## src/rtl/clahe_tile_locator.sv

```systemverilog
// CLAHE tile locator: delays the pixel stream by one clock and tags each
// pixel with its tile index, tracking frame geometry and bank selection.
module clahe_tile_locator #(
    parameter int IMG_W   = 1280,
    parameter int IMG_H   = 720,
    parameter int TILES_X = 8,
    parameter int TILES_Y = 8
) (
    input  logic       clk,
    input  logic       rst_n,
    input  logic [7:0] in_y,
    input  logic       in_href,
    input  logic       in_vsync,
    output logic [7:0] out_y,
    output logic       out_href,
    output logic       out_vsync,
    output logic [5:0] tile_idx,
    output logic       ping_pong_flag,
    output logic       frame_done,
    output logic       geom_err
);

    localparam int PX_T = IMG_W / TILES_X;
    localparam int LN_T = IMG_H / TILES_Y;
    localparam int PXW  = (PX_T > 1) ? $clog2(PX_T) : 1;
    localparam int LNW  = (LN_T > 1) ? $clog2(LN_T) : 1;
    localparam int CW   = (TILES_X > 1) ? $clog2(TILES_X) : 1;
    localparam int RW   = (TILES_Y > 1) ? $clog2(TILES_Y) : 1;
    localparam int LPW  = $clog2(IMG_W + 2);
    localparam int LCW  = $clog2(IMG_H + 2);

    localparam logic [PXW-1:0] PX_MAX  = PXW'(PX_T - 1);
    localparam logic [LNW-1:0] LN_MAX  = LNW'(LN_T - 1);
    localparam logic [CW-1:0]  COL_MAX = CW'(TILES_X - 1);
    localparam logic [RW-1:0]  ROW_MAX = RW'(TILES_Y - 1);
    localparam logic [LPW-1:0] LPX_SAT = LPW'(IMG_W + 1);
    localparam logic [LCW-1:0] LNS_SAT = LCW'(IMG_H + 1);

    logic [7:0]     r_y;
    logic           r_href_d;
    logic           r_vsync_d;
    logic [5:0]     r_tile;
    logic           r_pp;
    logic           r_done;
    logic           r_err;
    logic           r_seen;
    logic [PXW-1:0] r_px;
    logic [CW-1:0]  r_col;
    logic [LNW-1:0] r_ln;
    logic [RW-1:0]  r_row;
    logic [LPW-1:0] r_lpx;
    logic [LCW-1:0] r_lines;

    logic           w_vs_rise;
    logic           w_pix;
    logic           w_line_end;
    logic [5:0]     w_idx;

    assign w_vs_rise  = in_vsync & ~r_vsync_d;
    assign w_pix      = in_href & ~in_vsync;
    // A falling href only closes a line that actually delivered pixels;
    // anything seen during vsync is blanking and never counted.
    assign w_line_end = ~in_href & r_href_d & ~in_vsync & (r_lpx != '0);
    assign w_idx      = 6'(r_row) * 6'(TILES_X) + 6'(r_col);

    always_ff @(posedge clk or negedge rst_n) begin
        if (!rst_n) begin
            r_y       <= '0;
            r_href_d  <= 1'b0;
            r_vsync_d <= 1'b0;
            r_tile    <= '0;
            r_pp      <= 1'b0;
            r_done    <= 1'b0;
            r_err     <= 1'b0;
            r_seen    <= 1'b0;
            r_px      <= '0;
            r_col     <= '0;
            r_ln      <= '0;
            r_row     <= '0;
            r_lpx     <= '0;
            r_lines   <= '0;
        end else begin
            r_y       <= in_y;
            r_href_d  <= in_href;
            r_vsync_d <= in_vsync;
            r_tile    <= w_pix ? w_idx : 6'd0;
            r_done    <= 1'b0;
            if (w_vs_rise) begin
                r_px    <= '0;
                r_col   <= '0;
                r_ln    <= '0;
                r_row   <= '0;
                r_lpx   <= '0;
                r_lines <= '0;
                r_pp    <= ~r_pp;
                r_seen  <= 1'b1;
                if (r_seen) begin
                    if (r_lines == LCW'(IMG_H))
                        r_done <= 1'b1;
                    else
                        r_err <= 1'b1;
                end
            end else if (w_pix) begin
                if (r_lpx != LPX_SAT)
                    r_lpx <= r_lpx + LPW'(1);
                if (r_px != PX_MAX) begin
                    r_px <= r_px + PXW'(1);
                end else if (r_col != COL_MAX) begin
                    r_px  <= '0;
                    r_col <= r_col + CW'(1);
                end
            end else if (w_line_end) begin
                r_px  <= '0;
                r_col <= '0;
                r_lpx <= '0;
                if (r_lines != LNS_SAT)
                    r_lines <= r_lines + LCW'(1);
                if (r_lpx != LPW'(IMG_W))
                    r_err <= 1'b1;
                if (r_ln != LN_MAX) begin
                    r_ln <= r_ln + LNW'(1);
                end else begin
                    r_ln <= '0;
                    if (r_row != ROW_MAX)
                        r_row <= r_row + RW'(1);
                end
            end
        end
    end

    assign out_y          = r_y;
    assign out_href       = r_href_d;
    assign out_vsync      = r_vsync_d;
    assign tile_idx       = r_tile;
    assign ping_pong_flag = r_pp;
    assign frame_done     = r_done;
    assign geom_err       = r_err;

endmodule

```

## config.mk

```make
export PLATFORM = sky130hd
export DESIGN_NAME = clahe_tile_locator
export DESIGN_NICKNAME = d
export VERILOG_FILES = /design/src/rtl/clahe_tile_locator.sv
export SDC_FILE = /design/constraint.sdc
export NUM_CORES = 1
export LEC_CHECK = 0
export CAP_MARGIN = 20
export CORE_MARGIN = 3
export CORE_UTILIZATION = 51
export DETAILED_ROUTE_END_ITERATION = 7
export GPL_TIMING_DRIVEN = 0
export PLACE_DENSITY = 0.74
export SYNTH_ARGS = -nofsm -noshare
export SYNTH_HDL_FRONTEND = slang
export SYNTH_SLANG_ARGS = --single-unit
```

## constraint.sdc

```tcl
create_clock -name clk -period 1.9 [get_ports clk]
set_clock_uncertainty 0.1 [all_clocks]
set_input_delay 0.38 -clock clk [delete_from_list [all_inputs] [get_ports clk]]
set_output_delay 0.38 -clock clk [all_outputs]
set_load 0.01 [all_outputs]
```

==> qor.txt, run 1 <==
Run status: complete, but fails checks
Failing checks: negative hold slack, negative setup slack
Area occupied by multi-input gates: 1540 um2
Total CTS buffers: 9
CTS H-tree depth: 3
Critical setup path kind: reg -> reg
Setup TNS: -0.0318 ns
Max Cap Viol: 0
Clk Latency, worst-skew pair: 0.34 ns
Fmax achieved: 522 MHz
CTS max path bufs: 2
# setup viols final: 2
Data required, critical path: 2.03 ns
Initial antenna violation count: 0
Root buffer cell: clkbuf_8
First-pass detailed-route iteration total: 4
NetSw: 0.895 mW
Routed WL: 6.67 mm
Placed insts: 389
FF/Latch Area: 1550 um2
Post-route core utilization: 71.1%
Critical Path AT: 2.04 ns
Vias: 2348
First-pass GRT wire length: 10.7 mm
Final GP Congestion: 0.791
Largest net degree at the start of global routing: 33
Vias per cell: 5.54
Initial drt markers: 124
IO Port Bufs: 30
TritonCTS Sinks: 62
Core region area: 5610 um2
Post-DP HPWL: 4.07 mm
Leading cell type in the layout, fill and taps excluded: dfrtp_1
Die Span Y: 82.8 um
Worst setup margin: -0.0159 ns
Layout cells sized above 1: 21.9%
Int Power: 2.60 mW
Hold Vio Cnt, Final: 15
Syn Nets: 311
# fillers: 413
Final Net Count: 372
Worst min-delay path class: in -> async
Period utilisation layout: 101%
Syn. warnings: 0
Most frequent cells in the layout: 62 x dfrtp_1, 30 x nor2_1, 27 x clkdlybuf4s50_1
Total Routing Usage GR: 20.5%
Setup crit end kind: register
Die Footprint: 6850 um2
Synth cell types: 47
Worst IR Drop VDD: 0.455 mV
CTS tree: built
CP max FO: 4
Part of the power in registers: 42.8%
Antenna fix cells: 0
Post-synth EDFFs: 0
Ys async rst share: 100%
Pwr Density: 878 nW/um2
Area Overhead vs Synth: 32.7%
WL/cell: 15.7 um
Min Hold Slack: -0.00910 ns
Tot Pwr: 3.50 mW
Initial core utilization: 53.6%
Sw Ratio: 25.6%
I/O Pins: 31
P_leak: 1.76 nW
DP Worst Slack: -0.581 ns
Clock share of power: 38.6%
# rows: 27
Mean area per synthesized cell: 10.5 um2
Tmin final: 1.92 ns
Synthesized area: 3000 um2
Fin. max-slew vios: 0
Die X: 82.8 um
Unrepaired setup endpoints after global routing: yes
Remaining DRCs: 0
DP Area: 3410 um2
Clock transition at path regs: 0.07 ns
Hold_buf cts: 0
Vias in the first global route: 2347
Tightest Pin Transition: 0.713 ns
Main flop type after synthesis: dfrtp_1
Remaining antenna violation count: 0
Cells after Synth: 286
Cell Count, Final, Fillers Out: 424
Register area share after synthesis: 51.6%
CP Launch Type: register
Rel. slew slack: 52.5%
#FFs+latches synth: 62
Logic pwr share: 18.6%
Final Instance Area: 3990 um2
GRT Residual Overflow: 0
-- area by class of cell --
class	count	share of cell area, %
sequential	62	38.9
multi-input combinational	208	38.7
timing repair buffer	51	12.2
clock buffer	13	4.24
tap	72	2.26
clock inverter	3	1.63
buffer	7	1.26
inverter	8	0.754
-- timing repair --
item	in CTS	in global routing
endpoints found under the setup margin	41	41
cloned	0	1
gates resized for setup	17	35
pin swaps	7	11
buffers inserted	14	5
-- flip-flops by register name, summed over array words and instances, names as in the netlist --
signal / cells
r_ln: 7
r_lines: 10
r_col: 3
geom_err: 1
ping_pong_flag: 1
tile_idx: 6
r_lpx: 11
out_href: 1
r_row: 3
r_px: 8
out_vsync: 1
out_y: 8
r_seen: 1
frame_done: 1
-- cells in the mapped netlist (2+ instances only) --
cell      instances  area, um2
nor2_1           30        113
nand2_1          21       78.8
mux2i_1           3       30.0
o31ai_1           3       22.5
nand3_1          21        105
nor3b_1           2       15.0
nor3_1            3       15.0
a22o_1            6       52.6
xnor2_1           3       26.3
and2_1            7       43.8
and4_1            4       35.0
a21o_1            2       15.0
clkbuf_1          3       11.3
ha_1             13        163
a21oi_1          12       60.1
o21ai_1           3       15.0
xor2_1            9       78.8
buf_2             3       15.0
dfrtp_1          62       1550
inv_1             8       30.0
nor4b_1           2       17.5
o21ai_0          20        100
and3_1            7       43.8
nand2b_1          5       31.3
mux2_2            3       33.8
nand4_1           5       31.3
a31oi_1           4       25.0
nor2b_1           3       18.8
-- power by group through the flow --
stage / combinational [mW] / clock [mW] / sequential (mW)
2_1_floorplan: 0.284 / 0 / 1.53
3_3_place_gp: 0.457 / 0 / 1.52
5_1_grt: 0.718 / 1.43 / 1.51
4_1_cts: 0.574 / 1.37 / 1.50
3_5_place_dp: 0.481 / 0 / 1.53
6_report: 0.649 / 1.35 / 1.50
-- critical path: stages (launching register included) --
cell and delay [ns]:
dfrtp_1 0.39, inv_2 0.06, ha_2 0.16, nor3b_4 0.22
nand3_2 0.14, buf_6 0.16, a21oi_4 0.21, nor4b_4 0.08
mux2_2 0.27
-- cells by family after synthesis --
group	synth area share, %
XOR/XNOR	3.50
adder cells (fa/ha/maj)	5.41
AO/OA/AOI/OAI	13.1
buffers and inverters	2.29
AND/OR/NAND/NOR	21.5
flip-flops	51.6
multiplexers	2.50
-- routing by layer --
metal	GRT usage, %	up-vias	share of wire, %
li1	-	1143	-
met1	26.2	1147	45
met2	34.1	52	50
met3	4.77	6	4.3
met4	7.35	0	0.87
met5	0	-	0
-- final timing paths --
check	slack [ns]	to	startpoint	cells past startpoint
min reg2reg	0.38	ping_pong_flag	ping_pong_flag	1
max	-0.02	r_row[0]	r_lpx[1]	8
min	-0.009	tile_idx[5]	rst_n	1
max in group asynchronous	1.09	r_px[5]	rst_n	2
max reg2reg	-0.02	r_row[0]	r_lpx[1]	8
min in group clk	0.24	out_href	in_href	1
(Power assumes the default switching activity.)
==> run 2, diff against run 1 <==
Settings changed: CTS_CLUSTER_DIAMETER from default to 60.
==> results of run 2 <==
Final layout, timing and power as in run 1 (identical DEF).
==> run 3, diff against run 2 <==
Settings changed: SETUP_SLACK_MARGIN from default to 0.2.
==> qor.txt, run 3 (same netlist as run 1, synthesis figures left out) <==
Final GP Congestion: 0.850 (was 0.791)
Vias in the first global route: 2390 (was 2347)
CTS tree: built (unchanged)
Clock share of power: 30.3% (was 38.6%)
CP max FO: 3 (was 4)
IO Port Bufs: 30 (unchanged)
Max Cap Viol: 0 (unchanged)
DP Worst Slack: -0.472 ns (was -0.581 ns)
Slowest CP cell: or4b_4 (was dfrtp_1)
GRT Residual Overflow: 0 (unchanged)
Rel. slew slack: 62.7% (was 52.5%)
WL/cell: 16.0 um (was 15.7 um)
Cell breakdown of the critical path: ha_4, nand4_1, or4b_4, o21ai_2, o21ai_2, mux2_4 (was inv_2, ha_2, nor3b_4, nand3_2, buf_6, a21oi_4, nor4b_4, mux2_2)
Data required, critical path: 2.03 ns (about the same)
Die Footprint: 6850 um2 (unchanged)
Crit path max-delay family: simple AND/OR/NAND/NOR gates (unchanged)
Setup TNS: -0.00625 ns (was -0.0318 ns)
Worst setup margin: -0.00625 ns (was -0.0159 ns)
P_leak: 1.90 nW (was 1.76 nW)
Clock transition at path regs: 0.07 ns (about the same)
Logic pwr share: 22.4% (was 18.6%)
Min-delay src: in_vsync
Leading cell type in the layout, fill and taps excluded: dfrtp_1 (unchanged)
Setup crit end kind: register (unchanged)
Clk Latency, worst-skew pair: 0.34 ns (about the same)
Worst path most repeated cell: o21ai_2
RR Startpoint: r_px[0] (was r_lpx[1])
Initial antenna violation count: 0 (unchanged)
Total CTS buffers: 9 (unchanged)
Cell Count, Final, Fillers Out: 432 (was 424)
Remaining DRCs: 0 (unchanged)
Routed WL: 6.91 mm (was 6.67 mm)
CTS max path bufs: 2 (unchanged)
Pwr Density: 777 nW/um2 (was 878 nW/um2)
Period utilisation layout: 100% (was 101%)
Layout cells sized above 1: 26.7% (was 21.9%)
First-pass detailed-route iteration total: 6 (was 4)
Worst r2r dst: r_col[0] (was r_row[0])
Critical Path AT: 2.04 ns (about the same)
Fmax achieved: 525 MHz (was 522 MHz)
Failing checks: negative setup slack (was negative hold slack, negative setup slack)
Largest Register: r_lpx (unchanged)
Vias per cell: 5.68 (was 5.54)
CP Launch Type: register (unchanged)
Remaining antenna violation count: 0 (unchanged)
Area Overhead vs Synth: 36.0% (was 32.7%)
# setup viols final: 1 (was 2)
Unrepaired setup endpoints after global routing: yes (unchanged)
R2r setup slk: -0.006 ns (was -0.02 ns)
Sw Ratio: 28.2% (was 25.6%)
First-pass GRT wire length: 11.3 mm (was 10.7 mm)
Worst min-delay path class: in -> reg (was in -> async)
Int Power: 2.28 mW (was 2.60 mW)
Antenna fix cells: 0 (unchanged)
Critical setup path kind: reg -> reg (unchanged)
Vias: 2452 (was 2348)
Largest regs: r_lpx: 11 flops, r_lines: 10 flops (unchanged)
Hold Path Cell Cnt: 1
Root buffer cell: clkbuf_8 (unchanged)
Hold Vio Cnt, Final: 0 (was 15)
Post-DP HPWL: 4.30 mm (was 4.07 mm)
Initial drt markers: 84 (was 124)
Fin. max-slew vios: 0 (unchanged)
Largest register FFs: 11 (unchanged)
NetSw: 0.895 mW (about the same)
Worst IR Drop VDD: 0.553 mV (was 0.455 mV)
I/O Pins: 31 (unchanged)
# rows: 27 (unchanged)
Die X: 82.8 um (unchanged)
Crit-path max cell delay: 0.56 ns (was 0.39 ns)
Core region area: 5610 um2 (unchanged)
Final Net Count: 382 (was 372)
R2r worst-path depth: 6 (was 8)
Placed insts: 389 (unchanged)
Part of the power in registers: 47.3% (was 42.8%)
Total Routing Usage GR: 22.4% (was 20.5%)
Die Span Y: 82.8 um (unchanged)
Buf+Inv Stages, Crit Path: 0 (was 2)
TritonCTS Sinks: 62 (unchanged)
Tmin final: 1.91 ns (was 1.92 ns)
# fillers: 387 (was 413)
Tightest Pin Transition: 0.559 ns (was 0.713 ns)
Hold path endpoint: out_vsync
CTS H-tree depth: 3 (unchanged)
Largest net degree at the start of global routing: 40 (was 33)
Initial core utilization: 53.6% (unchanged)
Run status: complete, but fails checks (unchanged)
Most frequent cells in the layout: 61 x dfrtp_1, 28 x nor2_1, 25 x buf_4 (was 62 x dfrtp_1, 30 x nor2_1, 27 x clkdlybuf4s50_1)
run 3: cell count changes in the layout (fill, tap and decap cells not counted), moves of 3 or more:
cell | before | now
buf_4 | 19 | 25
clkdlybuf4s50_1 | 27 | 14
dlygate4sd2_1 | 1 | 8
dlymetal6s2s_1 | 1 | 6
nand2_1 | 21 | 18
nand3_1 | 17 | 14
o21ai_0 | 10 | 7
run 3: how the worst max path moves through the flow:
stage / endpoint / depth (start not counted) / start / slack (ns)
6_report: r_col[0] / 6 / r_px[0] / -0.006
5_1_grt: r_row[0] / 7 / r_lpx[2] / -0.06
4_1_cts: r_row[0] / 8 / r_lpx[1] / 0.03
3_5_place_dp: r_lpx[0] / 5 / in_vsync / -0.47
3_3_place_gp: r_lpx[2] / 1 / rst_n / -1.67
2_1_floorplan: r_col[0] / 6 / r_px[0] / 0.08
run 3: final cells by class:
type,count,area [um2],area share [%]
multi-input combinational,208,1630,39.9
sequential,62,1550,38.0
timing repair buffer,60,563,13.8
clock buffer,12,145,3.55
tap,72,90.1,2.21
buffer,8,63.8,1.56
inverter,8,30.0,0.735
clock inverter,2,10.0,0.245
run 3: through the flow:
step	area, um2	hold slack [ns]	power, mW	util, %
final	4090	0.189	3.17	72.8
after global routing	4090	0.193	3.34	72.8
after global placement	3470	0.344	2.02	61.9
after floorplan	3080	-0.0156	1.85	-
after detailed placement	3490	0.300	2.06	62.2
after CTS	3890	0.311	3.14	69.4
run 3: what timing repair did:
action,4_1_cts,5_1_grt
pin swaps,14,16
resized for setup,33,39
endpoints found under the hold margin,23,0
buffers inserted,18,8
setup endpoints to repair,56,49
cloned,2,0
hold buffers,1,0
run 3: power groups by stage:
| stage | Clock (mW) | Sequential, mW | Combinational (mW) |
|---|---|---|---|
| finish | 0.961 | 1.50 | 0.712 |
| CTS | 0.992 | 1.50 | 0.648 |
| global placement | 0 | 1.53 | 0.496 |
| floorplan | 0 | 1.53 | 0.323 |
| global route | 1.04 | 1.51 | 0.782 |
| detailed placement | 0 | 1.54 | 0.523 |
run 3: layer usage:
layer,vias to the layer above,wire length [um],part of all wire (%),track usage (%)
met2,64,3400,49,36.5
met3,22,296,4.3,4.34
met5,-,0,0,0
met1,1201,2990,43,27.3
met4,0,229,3.3,13.6
li1,1165,-,-,-
